`src/rtl/oser_gearbox_if.sv`:
```
// rtl/oser_gearbox_if.sv - parallel word handshake into the serial output gearbox
interface oser_gearbox_if #(
   parameter int WIDTH = 8
);
   logic [WIDTH-1:0] DIN;
   logic             DIN_VALID;
   logic             DIN_READY;

   modport master (output DIN, output DIN_VALID, input DIN_READY);
   modport slave  (input DIN, input DIN_VALID, output DIN_READY);
endinterface

```
`src/rtl/oser_gearbox.sv`:
```
// rtl/oser_gearbox.sv - parallel-to-serial output gearbox feeding an IO-cell output flop
// Holding register plus shift register so consecutive words stream with no idle bits.
module oser_gearbox #(
   parameter int   WIDTH      = 8,
   parameter logic IDLE_LEVEL = 1'b1,
   parameter bit   LSB_FIRST  = 1'b1
) (
   input  logic         SCLK,
   input  logic         RST,
   oser_gearbox_if.slave din_bus,
   input  logic         CONT,
   input  logic         CLR_UNDERRUN,
   output logic         TXD,
   output logic         TXEN,
   output logic         BUSY,
   output logic         UNDERRUN
);
   localparam int CW = $clog2(WIDTH);
   localparam logic [CW-1:0] LAST_CNT = CW'(WIDTH - 1);

   logic             hold_full;
   logic             active;
   logic [WIDTH-1:0] hold_q;
   logic [WIDTH-1:0] shift_q;
   logic [CW-1:0]    cnt;

   logic drain, xfer, load, last, hold_full_n, active_n;

   // drain: shift register is free or on its final bit, so HOLD may move in now
   assign drain       = !active || (cnt == LAST_CNT);
   assign din_bus.DIN_READY = !RST && (!hold_full || drain);
   assign xfer        = din_bus.DIN_VALID && din_bus.DIN_READY;
   assign load        = drain && hold_full;
   assign last        = active && (cnt == LAST_CNT);
   assign hold_full_n = xfer || (hold_full && !load);
   assign active_n    = load || (active && !last);

   always_ff @(posedge SCLK) begin
      if (RST) begin
         hold_full <= 1'b0;
         active    <= 1'b0;
         hold_q    <= '0;
         shift_q   <= '0;
         cnt       <= '0;
         TXD       <= IDLE_LEVEL;
         TXEN      <= 1'b0;
         BUSY      <= 1'b0;
         UNDERRUN  <= 1'b0;
      end else begin
         hold_full <= hold_full_n;
         active    <= active_n;
         BUSY      <= hold_full_n || active_n;

         if (xfer)
            hold_q <= din_bus.DIN;

         if (load) begin
            shift_q <= hold_q;
            cnt     <= '0;
            TXD     <= LSB_FIRST ? hold_q[0] : hold_q[WIDTH-1];
            TXEN    <= 1'b1;
         end else if (active && !drain) begin
            // the bit on TXD is always at the output end of shift_q
            cnt <= cnt + CW'(1);
            if (LSB_FIRST) begin
               shift_q <= shift_q >> 1;
               TXD     <= shift_q[1];
            end else begin
               shift_q <= shift_q << 1;
               TXD     <= shift_q[WIDTH-2];
            end
         end else if (last) begin
            TXEN <= 1'b0;
            TXD  <= IDLE_LEVEL;
         end

         if (last && !hold_full && CONT)
            UNDERRUN <= 1'b1;
         else if (CLR_UNDERRUN)
            UNDERRUN <= 1'b0;
      end
   end
endmodule

```
`src/flat_wrapper.sv`:
```
// flat-port wrapper written by rule: the top's interface ports become plain ports
module oser_gearbox_flat 
#(
   parameter int   WIDTH      = 8,
   parameter logic IDLE_LEVEL = 1'b1,
   parameter bit   LSB_FIRST  = 1'b1
)
  (SCLK, RST, CONT, CLR_UNDERRUN, TXD, TXEN, BUSY, UNDERRUN, din_bus_DIN, din_bus_DIN_VALID, din_bus_DIN_READY);
  oser_gearbox_if #(.WIDTH(WIDTH)) din_bus_i ();
  input  logic SCLK;
  input  logic RST;
  input  logic CONT;
  input  logic CLR_UNDERRUN;
  output logic TXD;
  output logic TXEN;
  output logic BUSY;
  output logic UNDERRUN;
  input wire logic [$bits(din_bus_i.DIN)-1:0] din_bus_DIN;
  input wire logic [$bits(din_bus_i.DIN_VALID)-1:0] din_bus_DIN_VALID;
  output wire logic [$bits(din_bus_i.DIN_READY)-1:0] din_bus_DIN_READY;
  assign din_bus_i.DIN = din_bus_DIN;
  assign din_bus_i.DIN_VALID = din_bus_DIN_VALID;
  assign din_bus_DIN_READY = din_bus_i.DIN_READY;
  oser_gearbox #(.WIDTH(WIDTH), .IDLE_LEVEL(IDLE_LEVEL), .LSB_FIRST(LSB_FIRST)) u_core (.SCLK(SCLK), .RST(RST), .din_bus(din_bus_i), .CONT(CONT), .CLR_UNDERRUN(CLR_UNDERRUN), .TXD(TXD), .TXEN(TXEN), .BUSY(BUSY), .UNDERRUN(UNDERRUN));
endmodule
```
`config.mk`:
```
export PLATFORM = sky130hd
export DESIGN_NAME = oser_gearbox_flat
export DESIGN_NICKNAME = d
export VERILOG_FILES = /design/src/rtl/oser_gearbox_if.sv /design/src/rtl/oser_gearbox.sv /design/src/flat_wrapper.sv
export SDC_FILE = /design/constraint.sdc
export NUM_CORES = 1
export LEC_CHECK = 0
export CORE_MARGIN = 4
export CORE_UTILIZATION = 46
export CTS_CLUSTER_DIAMETER = 50
export DETAILED_ROUTE_END_ITERATION = 12
export MAX_ROUTING_LAYER = met4
export PLACE_DENSITY_LB_ADDON = 0.3
export SKIP_CTS_REPAIR_TIMING = 1
export SYNTH_ARGS = -nofsm -noshare
export SYNTH_HDL_FRONTEND = slang
export SYNTH_SLANG_ARGS = --single-unit
```
`constraint.sdc`:
```
create_clock -name SCLK -period 1.4 [get_ports SCLK]
set_clock_uncertainty 0.1 [all_clocks]
set_input_delay 0.42 -clock SCLK [delete_from_list [all_inputs] [get_ports SCLK]]
set_output_delay 0.42 -clock SCLK [all_outputs]
set_load 0.01 [all_outputs]
```
==> flow_summary.toml <==
[clock_tree]
tritoncts = "built"
clock_path_buffers = 2
root_buffer = "clkbuf_4"
clk_latency_ns = 0.30
clock-sinks = 24
htreeDepth = 1
clk_pin_slew_ns = 0.11
numCtsBuffers = 3

[setup_path]
critPathKind = "reg2out"
cp.arrival_ns = 1.51
startpoint = "u_core.cnt[0]"
worstPathRequired_ns = 0.88
critPathCaptureType = "output pin"
crit_fanout = 2
cp-start-kind = "flip-flop"
r2r-start = "u_core.cnt[0]"

[finish]
drive_above_1_share_pct = 41.0
finalNetCount = 139
final_util_pct = 65.6
antenna_cells = 0
synthToLayoutAreaGrowth_pct = 35.4

[place]
gp_congestion = 0.706
dpl.hpwl_um = 1430
portBuffers = 17

[routing]
dr.pass1.iters = 4
vias = 772
drt-initial-drc-count = 12
postRouteAntennaNets = 0
drcViolationCount = 0
dr_wl_met2_um = 1050
wl_met1_um = 938
wl_met3_um = 99
vias_per_cell = 5.15
drt_wl_total_um = 2100
wl_per_cell_um = 14.0
top_layer = "met4"

[sta]
fin_ws_ns = -0.630
slew_headroom_pct = 82.0
final.setup.tns_ns = -3.20
drv_slew = 0
setup_viol = 20
worst_pin_slew_ns = 0.270
rsz0062_at_grt = "true"
timing.fmax_mhz = 493
period_share_pct = 145
hold_ws_ns = 0.403
hold_viol = 0
period_needed_ns = 2.03

[global_route]
antenna_found_initial = 0
grt_pass1_wl_um = 3330
overflow = 0
grt_usage_pct = 13.6
grt_pass1_vias = 754
grt_max_degree = 26

[die]
io_pins = 18
die_x_um = 56.5
std_cell_rows = 17
dieArea_sq_mm = 0.00319
start_util_pct = 48.5
core_area_sq_mm = 0.00223
die_y_um = 56.5

[synth]
syn_area_sq_mm = 0.00108
syn_area_per_cell_sq_um = 10.9
synth_cell_type_count = 24
yosys_warnings = 0
netlist_instances = 99
synth-seq-cells = 24
synth_fp_nets = 114
yosysSeqAreaShare_pct = 44.4

[min_path]
hold_class = "reg2reg"
hold_start = "u_core.TXD"

[run_status]
violations = "setup timing"
status = "finished, violations left"

[power]
p_leak_uw = 0.000641
ir_drop_v = 0.000606
power_density_mw_per_mm2 = 907

[job]
drv_cap = 0
-- cells by family after synthesis --
kind of cell             share of synthesized area, %
AND/OR/NAND/NOR                                  19.4
flip-flops                                       44.4
AO/OA/AOI/OAI                                    12.9
multiplexers                                     14.8
buffers and inverters                            6.13
adder cells (fa/ha/maj)                          2.31
-- power by group --
part	internal [uW]	switching [uW]	leakage, uW
registers	733	31.2	0.000198
logic	160	121	0.000429
clock network	100	183	0.0000138
total	993	335	0.000641
-- flip-flops by register name, summed over array words and instances, names as in the netlist --
| signal | flops |
|---|---|
| u_core.hold_q | 8 |
| u_core.hold_full | 1 |
| u_core.active | 1 |
| u_core.cnt | 3 |
| u_core.shift_q | 7 |
| u_core.TXD | 1 |
| u_core.BUSY | 1 |
| u_core.UNDERRUN | 1 |
| u_core.TXEN | 1 |
-- synth_stat cells --
library cell  number  area share [%]
ha_1               2             2.3
nand2_1            3             1.0
nand2b_2           1            0.81
mux2_2             8             8.3
nand3b_4           2             3.7
inv_1              1            0.35
buf_12             1             1.8
nor2_1            10             3.5
a21oi_2            1            0.81
buf_6              2             2.1
a21oi_1            9             4.2
buf_4              2             1.4
dfxtp_1           24              44
and2b_1            1            0.69
a211oi_2           6             6.9
nand2b_1           1            0.58
mux2i_1            7             6.5
nor2b_1            9             5.2
and3b_2            1            0.92
nor3_1             2            0.92
nand3b_1           3             2.1
buf_2              1            0.46
o21ai_0            1            0.46
o22ai_1            1            0.58
-- final timing paths --
kind	to	slack [ns]	cells past startpoint
setup reg to reg	u_core.hold_q[5]	-0.26	6
hold / removal	u_core.TXD	0.40	2
setup / recovery	din_bus_DIN_READY	-0.63	5
hold reg to reg	u_core.TXD	0.40	2
-- cells in the final DEF, fill, tap and decap left out, drive strengths merged, types with 3 or more instances in the layout --
cell type / n
a211oi: 6
a21oi: 10
buf: 10
clkbuf: 3
clkdlybuf4s50: 12
dfxtp: 24
dlymetal6s2s: 4
mux2: 8
mux2i: 7
nand2: 3
nand3b: 5
nor2: 10
nor2b: 9
-- critical path, stage by stage, from the launching register on --
cell and delay [ns]:
dfxtp_2 0.37, ha_4 0.14, ha_4 0.12, and2b_2 0.23, a21oi_2 0.18, buf_2 0.16
-- area by class of cell --
cell class | instances | area [sq um]
Tap cell | 28 | 35.0
Multi-Input combinational cell | 68 | 657
Fill cell | 177 | 768
Sequential cell | 24 | 484
Timing Repair Buffer | 26 | 263
Inverter | 1 | 3.75
Clock buffer | 3 | 22.5
-- layer usage --
metal / track usage [%] / up-vias
li1: - / 393
met1: 16.3 / 366
met2: 21.9 / 11
met3: 4.83 / 2
met4: 3.05 / 0
met5: - / -
-- metrics by stage --
| stage | power, uW | worst slack, ns | cell area, sq um | cells |
|---|---|---|---|---|
| after global routing | 1400 | -0.681 | 1470 | 150 |
| after global placement | 1030 | -0.719 | 1370 | 147 |
| after detailed placement | 1030 | -0.702 | 1370 | 147 |
| final | 1330 | -0.630 | 1470 | 150 |
| after CTS | 1320 | -1.07 | 1390 | 150 |
| after floorplan | 941 | -0.133 | 1140 | 99 |
Note: power is estimated with default switching activity, not from simulation.
==> RTL change, RTL diff (same settings) <==
`LSB_FIRST` is set to 1'b1 in 2 places; all go to 1'b0.
--- a/src/rtl/oser_gearbox.sv
+++ b/src/rtl/oser_gearbox.sv
@@ -5,3 +5,3 @@
    parameter logic IDLE_LEVEL = 1'b1,
-   parameter bit   LSB_FIRST  = 1'b1
+   parameter bit   LSB_FIRST  = 1'b0
 ) (
--- a/src/flat_wrapper.sv
+++ b/src/flat_wrapper.sv
@@ -5,3 +5,3 @@
    parameter logic IDLE_LEVEL = 1'b1,
-   parameter bit   LSB_FIRST  = 1'b1
+   parameter bit   LSB_FIRST  = 1'b0
 )
Check against the original RTL: not equivalent (a bounded check fails within 4 cycles, from zero or initial values and one cycle with RST high).
==> RTL change against the original RTL <==
The run still ends with negative setup slack left; largest cell class unchanged; non-clock buffer count rose by 2; wire length rose by 4.4%; sequential cell count did not move; utilization rose by 4.3 points; power rose by 18%; setup slack improved by 0.014 ns; synthesized area fell by 0.58%; worst hold slack got worse by 0.0020 ns; critical endpoint unchanged; design area rose by 5.6%.
==> RTL change: results (changes against the original RTL) <==
stage	metric	value	unit	change
cells_and_area	num-nets-final	141		+1.4%
critical_path	ff2ff_path_depth	6		unchanged
synth	synth.distinct_cells	23		-4.2%
timing	setup-tns-final	-3.86	ns	-0.659 ns
synth	syn_nets	114		unchanged
synth	synth-async-reset-ratio	0	%	unchanged
pwr	ir_drop	0.733	mV	+21%
worst_hold_path	worst_hold_path_type	flip-flop to flip-flop		
grt	use_met3	2.53	%	-2.3 points
clock_tree	insertion_delay	0.31	ns	
cells_and_area	drive_above_1_share	46.4	%	+5.4 points
clock_tree	cts.path.max_buffers	2		unchanged
synth	synth_commonest_cells	dfxtp_1, a21oi_1, nor2_1		
detailed_routing	firstDrtPassIters	4		unchanged
pwr	p_leak	0.000667	µW	+4.0%
placed_design	port_buffers	17		unchanged
grt	gr-usage-met2	22.9	%	+0.92 points
grt	grt_use_met1	18.0	%	+1.7 points
clock_tree	cts-root-buf	clkbuf_4		
critical_path	critPathLaunch	u_core.cnt[1]		
clock_tree	path_clk_slew	0.13	ns	+0.02 ns
detailed_routing	drt_iter0_markers	8		-4
grt	grt_pass1_vias	805		+6.8%
critical_path	cpPeakStageDelay	0.38	ns	
grt	antenna_found_initial	0		unchanged
run_status	outcome	finished, violations left		
timing	timing.final.ws_setup	-0.616	ns	+0.0136 ns
cells_and_area	antennaDiodeCount	0		unchanged
placed_design	gp_congestion	0.700		-0.75%
critical_path	critPathSlowestCell	dfxtp_2		
critical_path	endpoint	din_bus_DIN_READY		
grt	grt_pass1_wl	3.57	mm	+7.1%
placed_design	dp_hpwl	1.38	mm	-3.3%
detailed_routing	via_per_inst	5.10		-0.82%
placed_design	preCtsSetupSlack	-0.693	ns	+0.00923 ns
critical_path	r2r_slack	-0.26	ns	about the same
synth	synth_edf_count	0		unchanged
grt	grt_usage	14.6	%	+0.91 points
synth	ys_top_cells_by_area	dfxtp_1, mux2_2, a211oi_2		
detailed_routing	avgRoutedWirePerCell	14.3	µm	+2.3%
timing	setup_viol	22		+10%
synth	yosysWarningCount	0		unchanged
run_status	violations	negative setup slack		
cells_and_area	top_regs	u_core.hold_q (8), u_core.shift_q (7), u_core.cnt (3)		
clock_tree	cts_buffers	3		unchanged
synth	yosysSeqAreaShare	44.7	%	+0.26 points
critical_path	path_delay_family	flip-flops		
critical_path	reg2reg_to	u_core.hold_q[6]		
placed_design	post_dp_cell_area	1360	µm²	-0.64%
critical_path	cp_max_fo	2		unchanged
grt	grt_max_degree	26		unchanged
critical_path	crit_arrival	1.50	ns	
clock_tree	ctsHtreeMaxLevel	1		unchanged
timing	worst_pin_slew	0.271	ns	+0.00135 ns
## RTL change: cell counts after synthesis
No cell type changed its count.
## RTL change: cell families after synthesis
kind of cell,after synthesis,share of synthesized area [%]
adder cells (fa/ha/maj),2,2.33
flip-flops,24,44.7
AND/OR/NAND/NOR,33,19.5
AO/OA/AOI/OAI,18,12.7
multiplexers,15,14.9
buffers and inverters,7,5.93
## RTL change: layer usage
metal | up-vias | wire (µm)
met5 | - | 0
met4 | 0 | 46
met3 | 4 | 70
met2 | 12 | 1070
met1 | 362 | 1010
li1 | 403 | -
## RTL change: per-stage QoR
stage               util (%)  hold slack, ns  instances
finish                  69.9           0.401        153
global route            69.9           0.428        153
CTS                     63.8           0.405        150
detailed placement      61.4           0.375        146
floorplan                  -           0.383         99
global placement        61.4           0.356        146
## RTL change: worst min-delay path by stage
stage / from / to / cells after the start
after floorplan: u_core.cnt[0] / u_core.cnt[0] / 2
after global placement: u_core.TXD / u_core.TXD / 2
after detailed placement: u_core.TXD / u_core.TXD / 2
after CTS: u_core.TXD / u_core.TXD / 2
after global routing: u_core.TXD / u_core.TXD / 2
final: u_core.TXD / u_core.TXD / 2
## RTL change: cell type report
| class | count | area, µm² |
|---|---|---|
| inverter | 1 | 3.75 |
| timing repair buffer | 28 | 292 |
| tap | 28 | 35.0 |
| clock buffer | 3 | 22.5 |
| fill | 161 | 666 |
| clock inverter | 1 | 30.0 |
| multi-input combinational | 68 | 679 |
| sequential | 24 | 484 |
## RTL change: where the power goes
group | leakage [µW] | switching (µW) | internal (µW)
Sequential | 0.000199 | 29.5 | 733
Clock | 0.0000279 | 210 | 289
Combinational | 0.000440 | 128 | 172
Total | 0.000667 | 367 | 1190
## RTL change: tightest hold or removal path, stage by stage (launching register included)
cell	delay, ns
dfxtp_1	0.35
a21oi_1	0.06
o21ai_1	0.07
